**src/rtl/freq_cnt_pkg.sv**
```systemverilog
// Shared types and default constants for the gated frequency counter.
package freq_cnt_pkg;

   localparam int unsigned GATE_CYCLES_DEF = 50000000;
   localparam int unsigned CNT_W_DEF       = 32;

   // Measurement sequencer states
   typedef enum logic [1:0] {
      IDLE = 2'd0,
      GATE = 2'd1,
      DONE = 2'd2
   } state_t;

endpackage

```
**src/rtl/freq_gate_counter_rise_detect.sv**
```systemverilog
// rise_detect: one-cycle pulse on each rising edge of an already-synchronized level.
// The previous-level register tracks every cycle, so a level that is already
// high when a consumer starts looking never produces a pulse.
module rise_detect (
   input  logic clock,
   input  logic rst,
   input  logic sig_in,
   output logic rise_c
);

   logic prev_q;
   logic prev_d;

   // Previous level follows the input unconditionally
   always_comb begin
      prev_d = sig_in;
   end

   // Previous-level register, synchronous reset
   always_ff @(posedge clock) begin
      if (rst) begin
         prev_q <= 1'b0;
      end else begin
         prev_q <= prev_d;
      end
   end

   assign rise_c = sig_in & ~prev_q;

endmodule

```
**src/rtl/freq_gate_counter.sv**
```systemverilog
// freq_gate_counter: counts rising edges of sync_signal over a gate window of
// GATE_CYCLES clocks and publishes the count with a one-cycle valid strobe.
// Single-shot (start) or continuous back-to-back windows with one dead DONE cycle.
// Optional macro FREQ_CNT_OVF_EN: saturating edge count plus an overflow port
// that is loaded together with freq_count.
module freq_gate_counter
   import freq_cnt_pkg::*;
#(
   parameter int unsigned GATE_CYCLES = GATE_CYCLES_DEF,
   parameter int unsigned CNT_W       = CNT_W_DEF
) (
   input  logic             clock,
   input  logic             rst,
   input  logic             sync_signal,
   input  logic             start,
   input  logic             continuous,
   output logic             busy,
   output logic [CNT_W-1:0] freq_count,
   output logic             freq_valid
`ifdef FREQ_CNT_OVF_EN
   ,
   output logic             overflow
`endif
);

   localparam int unsigned       GATE_W    = $clog2(GATE_CYCLES);
   localparam logic [GATE_W-1:0] GATE_LAST = GATE_W'(GATE_CYCLES - 1);

   state_t             state_q,      state_d;
   logic [GATE_W-1:0]  gate_cnt_q,   gate_cnt_d;
   logic [CNT_W-1:0]   edge_cnt_q,   edge_cnt_d;
   logic [CNT_W-1:0]   freq_count_q, freq_count_d;
   logic               freq_valid_q, freq_valid_d;
   logic               busy_q,       busy_d;

   logic               rise_c;
   logic               win_start_c;
   logic               win_close_c;
   logic [CNT_W-1:0]   edge_inc_c;

   rise_detect u_rise (
      .clock  (clock),
      .rst    (rst),
      .sig_in (sync_signal),
      .rise_c (rise_c)
   );

   // Window boundaries: a fresh window opens from IDLE on start or from DONE
   // when continuous; the window closes on its last gate cycle.
   always_comb begin
      win_start_c = ((state_q == IDLE) && start) ||
                    ((state_q == DONE) && continuous);
      win_close_c = (state_q == GATE) && (gate_cnt_q == GATE_LAST);
   end

`ifdef FREQ_CNT_OVF_EN
   localparam logic [CNT_W-1:0] CNT_MAX = '1;

   logic sat_hit_c;
   logic sat_q, sat_d;
   logic ovf_q, ovf_d;

   // Edge count plus this cycle's rise, pinned at all-ones
   always_comb begin
      sat_hit_c  = 1'b0;
      edge_inc_c = edge_cnt_q + CNT_W'(rise_c);
      if (rise_c && (edge_cnt_q == CNT_MAX)) begin
         sat_hit_c  = 1'b1;
         edge_inc_c = CNT_MAX;
      end
   end

   // Sticky per-window saturation flag; published alongside freq_count
   always_comb begin
      sat_d = sat_q;
      ovf_d = ovf_q;
      if (win_start_c) begin
         sat_d = 1'b0;
      end else if (state_q == GATE) begin
         sat_d = sat_q | sat_hit_c;
      end
      if (win_close_c) begin
         ovf_d = sat_q | sat_hit_c;
      end
   end

   // Saturation and overflow registers
   always_ff @(posedge clock) begin
      if (rst) begin
         sat_q <= 1'b0;
         ovf_q <= 1'b0;
      end else begin
         sat_q <= sat_d;
         ovf_q <= ovf_d;
      end
   end

   assign overflow = ovf_q;
`else
   // Edge count plus this cycle's rise, wrapping modulo 2^CNT_W
   always_comb begin
      edge_inc_c = edge_cnt_q + CNT_W'(rise_c);
   end
`endif

   // Next-state and datapath update for the IDLE -> GATE -> DONE sequence
   always_comb begin
      state_d      = state_q;
      gate_cnt_d   = gate_cnt_q;
      edge_cnt_d   = edge_cnt_q;
      freq_count_d = freq_count_q;
      freq_valid_d = 1'b0;

      case (state_q)
         IDLE: begin
            if (win_start_c) begin
               state_d    = GATE;
               gate_cnt_d = '0;
               edge_cnt_d = '0;
            end
         end
         GATE: begin
            edge_cnt_d = edge_inc_c;
            if (win_close_c) begin
               freq_count_d = edge_inc_c;
               freq_valid_d = 1'b1;
               state_d      = DONE;
            end else begin
               gate_cnt_d = gate_cnt_q + GATE_W'(1);
            end
         end
         DONE: begin
            // Dead cycle: rises here are not counted
            if (win_start_c) begin
               state_d    = GATE;
               gate_cnt_d = '0;
               edge_cnt_d = '0;
            end else begin
               state_d = IDLE;
            end
         end
         default: begin
            state_d = IDLE;
         end
      endcase

      busy_d = (state_d != IDLE);
   end

   // State, counter and output registers, synchronous reset
   always_ff @(posedge clock) begin
      if (rst) begin
         state_q      <= IDLE;
         gate_cnt_q   <= '0;
         edge_cnt_q   <= '0;
         freq_count_q <= '0;
         freq_valid_q <= 1'b0;
         busy_q       <= 1'b0;
      end else begin
         state_q      <= state_d;
         gate_cnt_q   <= gate_cnt_d;
         edge_cnt_q   <= edge_cnt_d;
         freq_count_q <= freq_count_d;
         freq_valid_q <= freq_valid_d;
         busy_q       <= busy_d;
      end
   end

   assign busy       = busy_q;
   assign freq_count = freq_count_q;
   assign freq_valid = freq_valid_q;

endmodule

```
**config.mk**
```make
export PLATFORM = sky130hd
export DESIGN_NAME = freq_gate_counter
export DESIGN_NICKNAME = d
export VERILOG_FILES = /design/src/rtl/freq_cnt_pkg.sv /design/src/rtl/freq_gate_counter_rise_detect.sv /design/src/rtl/freq_gate_counter.sv
export SDC_FILE = /design/constraint.sdc
export NUM_CORES = 1
export LEC_CHECK = 0
export ABC_AREA = 1
export BUFFER_PORTS_ARGS = -buffer_cell sky130_fd_sc_hd__buf_2
export CORE_AREA = 2 2 170 89
export CTS_BUF_LIST = sky130_fd_sc_hd__clkbuf_2
export DETAILED_ROUTE_END_ITERATION = 8
export DIE_AREA = 0 0 172 91
export GPL_TIMING_DRIVEN = 1
export SLEW_MARGIN = 20
export SYNTH_ARGS = -nofsm -noshare
export SYNTH_HDL_FRONTEND = slang
export SYNTH_HIERARCHICAL = 1
export SYNTH_SLANG_ARGS = --single-unit
export TNS_END_PERCENT = 1
```
**constraint.sdc**
```tcl
create_clock -name clock -period 2.4 [get_ports clock]
set_input_delay 0.24 -clock clock [delete_from_list [all_inputs] [get_ports clock]]
set_output_delay 0.24 -clock clock [all_outputs]
set_load 0.005 [all_outputs]
```
==> impl_summary.log, run 1 <==
INFO  metric synth-edff-count = 0
INFO  metric placer_s_final_routability_congestion_estimate = 0.8847
INFO  metric run_status = finished clean
INFO  metric layout.cells.non_filler = 1001
INFO  metric hold-path-cell-count = 5
INFO  metric postRouteWirelength = 13780 µm
INFO  metric grt_use_total = 18.43%
INFO  metric finClkSkew = 38.23 ps
INFO  metric antenna_found_initial = 0
INFO  metric layout.cells.most_common = nand2_1
INFO  metric overall_die_width = 172 µm
INFO  metric netSwitchingPower = 759.7 µW
INFO  metric normalized_max_slew_margin = 58.97%
INFO  metric place_worst_setup_slack = 291.7 ps
INFO  metric critPathMaxStageDelay = 360 ps
INFO  metric ant_nets = 0
INFO  metric detailedPlacementHpwl = 10150 µm
INFO  metric hold_ws = 223.7 ps
INFO  metric clock_tree_from_tritoncts = done
INFO  metric met3_usage = 5.405%
INFO  metric grt_pass1_wl = 22280 µm
INFO  metric crit_path_top_delay_cell = dfxtp_1
INFO  metric leakage = 2.080 nW
INFO  metric critical_path.top_delay_family = simple AND/OR/NAND/NOR gates
INFO  metric design.die.area = 15650 µm²
INFO  metric min_period = 2070 ps
INFO  metric clock_sinks = 95
INFO  metric initial_utilization = 34.47%
INFO  metric path_cells = nor2_1, ha_1, ha_1, nand2_1, nor2_1, nand2_1, nor2_1, inv_1, o21bai_1, nand3_1, a21oi_1
INFO  metric timing_hold_violations_final = 0
INFO  metric cts_root_buffer = clkbuf_2
INFO  metric critPathKind = flop to flop
INFO  metric relative_contribution_of_the_clock_network_to_total_power = 31.3%
INFO  metric async_flop_share = 0%
INFO  metric hold_path_class = input pin to flop
INFO  metric yosysSeqAreaShare = 39.07%
INFO  metric htree_num_levels = 3
INFO  metric timing.hold.worst_endpoint = busy
INFO  metric cts_buffers = 9
INFO  metric worst_skew_pair_latency = 610 ps
INFO  metric post-route-drc-count = 0
INFO  metric worstHoldStart = start
INFO  metric grtUsageMet2 = 20.28%
INFO  metric sequential_power_share = 62.7%
INFO  metric grt-busiest-layer = met1
INFO  metric finalSetupTns = 0 ps
INFO  metric reg2reg_slack = 330 ps
INFO  metric synthesis.area = 4867 µm²
INFO  metric detailroute.via_count = 4655
INFO  metric std_cell_rows = 31
INFO  metric synthesis.instances = 759
INFO  metric post_synth_num_cell_types = 29
INFO  metric syn_to_final_growth = 11.05%
INFO  metric min_period_over_period = 86.26%
INFO  metric maximum_number_of_pins_on_one_net_before_global_route_repair = 50
INFO  metric ys_seq_elements = 95
INFO  metric tightestPinTransition = 611.7 ps
INFO  metric synth_nets = 767
INFO  metric final_layout_size_suffix_gt1_share = 10.46%
INFO  metric globalRoute.totalOverflow = 0
INFO  metric post-cts-setup-buffer-count = 0
INFO  metric synth-warning-count = 6
INFO  metric numPlacedInstances = 982
INFO  metric netSwitchingFraction = 29.81%
INFO  metric maximum_buffer_depth_of_the_clock_tree = 2
INFO  metric r2r-start = u_rise/prev_q
INFO  metric internal_power = 1.788 mW
INFO  metric postLayoutSetupSlackWorst = 329.9 ps
INFO  metric finalMaxSlewViolations = 0
INFO  metric critical_path_required = 2940 ps
INFO  metric cts_resized = 0
INFO  metric drt_first_pass_iters = 4
INFO  metric power.combinational.fraction = 6.0%
INFO  metric avgViaCountPerCell = 4.650
INFO  metric setup_violations = 0
INFO  metric drtIter0Drc = 505
INFO  metric power.density = 471.4 nW/µm²
INFO  metric crit_buf_inv = 1
INFO  metric use_met1 = 32.23%
INFO  metric timing.max_cap.violations = 0
INFO  metric worst-r2r-cell-count = 11
INFO  metric core_area = 14120 µm²
INFO  metric io_pins = 39
INFO  metric worstSetupEndpointType = flop
INFO  metric regToRegEndpoint = edge_cnt_q[18]
INFO  metric achievable-frequency = 483.1 MHz
INFO  metric num-nets-final = 806
INFO  metric mean_instance_size_in_the_synthesized_netlist = 6.413 µm²
INFO  metric io_buffer_count = 38
INFO  metric ys_dominant_reg_cell = dfxtp_1
INFO  metric critical-path-top-cell-by-count = nor2_1
INFO  metric layout_common_cells = 230 x nand2_1, 155 x nor2_1, 95 x dfxtp_1
INFO  metric diodes = 0
INFO  metric die_height = 91 µm
INFO  metric rsz0062_at_grt = no
INFO  metric grt_pass1_vias = 4014
INFO  metric cp_launch_type = flop
INFO  metric worst_ir_drop_vdd = 0.2099 mV
INFO  metric cts.clk_slew.worst_paths = 300 ps
INFO  metric critPathLaunch = u_rise/prev_q
INFO  metric drt-wirelength-per-cell = 13.76 µm
INFO  metric worst_ep_arrival_time = 2610 ps
INFO  metric critPathMaxFanout = 5
cells in the mapped netlist (all sizes together), types with 7 or more instances:
library cell  number  area [µm²]
nor2             163       646.9
xnor2              9       78.83
nand3             42       222.7
o21ai             32       160.2
buf               11       72.56
a21oi             38       190.2
nor3              10       50.05
nand2            231       874.6
xor2              14       122.6
inv               68       255.2
dfxtp             95        1902
o21bai             7       52.55
clkbuf            13       48.80
worst max path at each step:
stage | to | slack, ps | cells past startpoint
floorplan | edge_cnt_q[20] | 650 | 11
global placement | edge_cnt_q[18] | 330 | 13
detailed placement | edge_cnt_q[18] | 290 | 13
CTS | edge_cnt_q[18] | 330 | 11
global route | edge_cnt_q[18] | 90 | 11
finish | edge_cnt_q[18] | 330 | 11
per-layer routing:
metal	up-vias	share of wire, %
met2	158	31
met4	0	0.55
li1	2442	-
met5	-	0
met3	9	11
met1	2046	58
kinds of logic (layout without fill, tap and decap cells):
group,count (synthesis),count (layout),synth area share (%)
adder cells (fa/ha/maj),3,3,0.7713
AO/OA/AOI/OAI,80,80,8.740
XOR/XNOR,23,23,4.139
AND/OR/NAND/NOR,465,465,39.46
flip-flops,95,95,39.07
buffers and inverters,93,137,7.815
worst register-to-register path: stages, from the launching register on:
cell	delay, ps
dfxtp_1	360
nor2_1	100
ha_1	210
ha_1	230
nand2_1	70
nor2_1	170
nand2_1	130
nor2_1	310
inv_1	80
o21bai_1	160
nand3_1	100
a21oi_1	120
what timing repair did:
item                                   in CTS  in global routing
endpoints found under the hold margin       2                  0
hold buffers                                3                  0
setup endpoints to repair                   0                  0
final cells by class:
cell class,count,area (µm²)
inverter,69,259.0
clock inverter,7,63.81
multi-input combinational,571,2585
sequential,95,1902
timing repair buffer,52,302.8
fill,1552,8713
tap,198,247.7
clock buffer,9,45.04
power groups by stage:
| stage | Combinational, mW | Sequential (mW) | Clock, mW |
|---|---|---|---|
| after global placement | 0.148 | 1.62 | 0 |
| after global routing | 0.167 | 1.60 | 0.885 |
| final | 0.153 | 1.60 | 0.798 |
| after floorplan | 0.102 | 1.62 | 0 |
| after detailed placement | 0.147 | 1.62 | 0 |
| after CTS | 0.152 | 1.60 | 0.817 |
state kept, by name, summed over array words and instances, names as in the netlist:
register / count
gate_cnt_q: 26
state_q: 2
edge_cnt_q: 32
freq_valid: 1
u_rise/prev_q: 1
freq_count: 32
busy: 1
through the flow:
step / util (%) / area [µm²] / total power, mW
floorplan: - / 4867 / 1.725
detailed placement: 37.30 / 5266 / 1.770
global placement: 37.30 / 5266 / 1.771
CTS: 38.28 / 5405 / 2.566
finish: 38.28 / 5405 / 2.548
global route: 38.28 / 5405 / 2.651
Power figures use the tool's default switching activity.
==> run 2, diff against run 1 <==
PLACE_DENSITY_LB_ADDON = 0.3   (was default)
==> run 2 against run 1 <==
Critical path type unchanged. Worst hold slack got worse by 61 ps. Final area rose by 0.58%. Die area unchanged. Global-route usage is 0.33 points lower. First-iteration DRC count is 4.2% lower. Combinational power barely moved. Routed wire length decreased by 0.86%. Flip-flop and latch count did not move. Fmax fell by 0.99%. Worst setup slack got worse by 21 ps.
==> impl_summary.log, run 2 (same netlist as run 1, synthesis figures left out) <==
INFO  metric run_status = finished clean
INFO  metric worst_skew_pair_latency = 610 ps (about the same)
INFO  metric hold_ws = 163.0 ps (-60.64 ps)
INFO  metric detailroute.via_count = 4569 (-1.8%)
INFO  metric rsz0062_at_grt = no
INFO  metric cts.clk_slew.worst_paths = 320 ps (+20 ps)
INFO  metric fillCellCount = 1557 (+0.32%)
INFO  metric place_worst_setup_slack = 272.1 ps (-19.58 ps)
INFO  metric worst_ep_arrival_time = 2630 ps (+20 ps)
INFO  metric cts_root_buffer = clkbuf_2
INFO  metric antenna_found_initial = 0 (unchanged)
INFO  metric layout_common_cells = 230 x nand2_1, 153 x nor2_1, 95 x dfxtp_1
INFO  metric met3_usage = 4.708% (-0.70 points)
INFO  metric grtUsageMet2 = 20.11% (-0.17 points)
INFO  metric syn_to_final_growth = 11.70%
INFO  metric normalized_max_slew_margin = 58.04% (-0.92 points)
INFO  metric postRouteWirelength = 13660 µm (-0.86%)
INFO  metric min_period = 2091 ps (+20.74 ps)
INFO  metric critPathMaxFanout = 4 (-1)
INFO  metric crit_buf_inv = 0 (-1)
INFO  metric min_period_over_period = 87.12% (+0.86 points)
INFO  metric numPlacedInstances = 981 (-0.10%)
INFO  metric drt_first_pass_iters = 5 (+1)
INFO  metric worst_ir_drop_vdd = 0.2339 mV (+11%)
INFO  metric cp_launch_type = flop
INFO  metric worstSetupEndpointType = flop
INFO  metric design.die.area = 15650 µm² (unchanged)
INFO  metric globalRoute.totalOverflow = 0 (unchanged)
INFO  metric ant_nets = 0 (unchanged)
INFO  metric critPathMaxStageDelay = 370 ps (about the same)
INFO  metric drt-wirelength-per-cell = 13.66 µm (-0.76%)
INFO  metric final_layout_size_suffix_gt1_share = 10.60% (+0.14 points)
INFO  metric die_height = 91 µm (unchanged)
INFO  metric io_pins = 39 (unchanged)
INFO  metric maximum_number_of_pins_on_one_net_before_global_route_repair = 50 (unchanged)
INFO  metric avgViaCountPerCell = 4.569 (-1.7%)
INFO  metric tightestPinTransition = 625.5 ps (+13.77 ps)
INFO  metric post-cts-setup-buffer-count = 0 (unchanged)
INFO  metric initial_utilization = 34.47% (unchanged)
INFO  metric std_cell_rows = 31 (unchanged)
INFO  metric clock_tree_from_tritoncts = done
INFO  metric achievable-frequency = 478.3 MHz (-0.99%)
INFO  metric use_met1 = 31.62% (-0.61 points)
INFO  metric layout.cells.most_common = nand2_1
INFO  metric num-nets-final = 805 (-0.12%)
INFO  metric diodes = 0 (unchanged)
INFO  metric grt-busiest-layer = met1
INFO  metric clock_sinks = 95 (unchanged)
INFO  metric finalCoreUtilization = 38.51% (+0.22 points)
INFO  metric finalMaxSlewViolations = 0 (unchanged)
INFO  metric grt_pass1_vias = 3958 (-1.4%)
INFO  metric overall_die_width = 172 µm (unchanged)
INFO  metric cts_buffers = 9 (unchanged)
INFO  metric htree_num_levels = 3 (unchanged)
INFO  metric placer_s_final_routability_congestion_estimate = 0.8857 (+0.11%)
INFO  metric maximum_buffer_depth_of_the_clock_tree = 2 (unchanged)
INFO  metric path_cells = nor2_1, ha_1, ha_1, nand2_1, nor2_1, nand2_1, nor2_1, nand2_1, and2_1, o21ai_0, a21oi_1
INFO  metric postLayoutSetupSlackWorst = 309.1 ps (-20.74 ps)
INFO  metric post-route-drc-count = 0 (unchanged)
INFO  metric finalSetupTns = 0 ps (unchanged)
INFO  metric drtIter0Drc = 484 (-4.2%)
INFO  metric grt_use_total = 18.10% (-0.33 points)
INFO  metric power.density = 490.6 nW/µm² (+4.1%)
INFO  metric core_area = 14120 µm² (unchanged)
INFO  metric timing.max_cap.violations = 0 (unchanged)
INFO  metric hold_path_class = input pin to flop
INFO  metric crit_path_top_delay_cell = dfxtp_1
INFO  metric critical_path.top_delay_family = simple AND/OR/NAND/NOR gates
INFO  metric critPathKind = flop to flop
INFO  metric finClkSkew = 45.27 ps (+7.037 ps)
INFO  metric io_buffer_count = 38 (unchanged)
INFO  metric setup_violations = 0 (unchanged)
INFO  metric leakage = 2.093 nW (+0.63%)
INFO  metric critical_path_required = 2930 ps (about the same)
INFO  metric layout.cells.non_filler = 1000 (-0.10%)
INFO  metric timing_hold_violations_final = 0 (unchanged)
INFO  metric grt_pass1_wl = 21840 µm (-2.0%)
INFO  metric detailedPlacementHpwl = 10090 µm (-0.59%)
[run 2: cell types whose count changed in the layout (fill, tap and decap cells not counted)]
cell / previous run / this run
buf_4: 11 / 10
bufinv_16: 0 / 1
clkinv_2: 1 / 0
clkinv_4: 0 / 1
clkinvlp_4: 1 / 0
inv_6: 4 / 1
inv_8: 0 / 3
nor2_1: 155 / 153
nor2_2: 5 / 7
[run 2: layer usage]
metal / up-vias / part of all wire, % / wire length, µm
met5: - / 0 / 0
met4: 0 / 0.89 / 121
met3: 11 / 8.9 / 1222
met2: 143 / 31 / 4226
met1: 1963 / 59 / 8089
li1: 2452 / - / -
[run 2: final timing paths]
check                     start        endpoint  slack, ps  cells past startpoint
setup / recovery  u_rise/prev_q  edge_cnt_q[20]        310                     11
hold / removal            start            busy        160                      5
setup reg to reg  u_rise/prev_q  edge_cnt_q[20]        310                     11
hold reg to reg   freq_count[3]   freq_count[3]        480                      2
[run 2: final cells by class]
class	instances	area, µm²	share of cell area, %
clock inverters	7	97.59	1.795
inverters	69	259.0	4.764
clock buffers	9	45.04	0.8285
well taps	198	247.7	4.557
multi-input cells	571	2590	47.64
flip-flops and latches	95	1902	34.98
repair buffers	51	295.3	5.432
[run 2: repair_timing]
| action | CTS | global route |
|---|---|---|
| hold endpoints to repair | 2 | 0 |
| setup endpoints to repair | 0 | 2 |
| gates resized for setup | 0 | 2 |
| hold buffers | 3 | 0 |
[run 2: worst register-to-register path, stage by stage (launching register included)]
cell and delay [ps]:
dfxtp_1 370, nor2_1 100, ha_1 220, ha_1 220
nand2_1 70, nor2_1 180, nand2_1 150, nor2_1 230
nand2_1 90, and2_1 150, o21ai_0 160, a21oi_1 90
[run 2: report_power, final]
| group | internal (mW) | switching (mW) |
|---|---|---|
| clock network | 0.280 | 0.637 |
| logic | 0.0353 | 0.118 |
| registers | 1.59 | 0.00405 |
| total | 1.91 | 0.759 |
[run 2: stage by stage]
stage | area (µm²) | power [mW]
3_3_place_gp | 5259 | 1.771
4_1_cts | 5431 | 2.710
3_5_place_dp | 5259 | 1.771
2_1_floorplan | 4867 | 1.725
6_report | 5436 | 2.667
5_1_grt | 5436 | 2.789
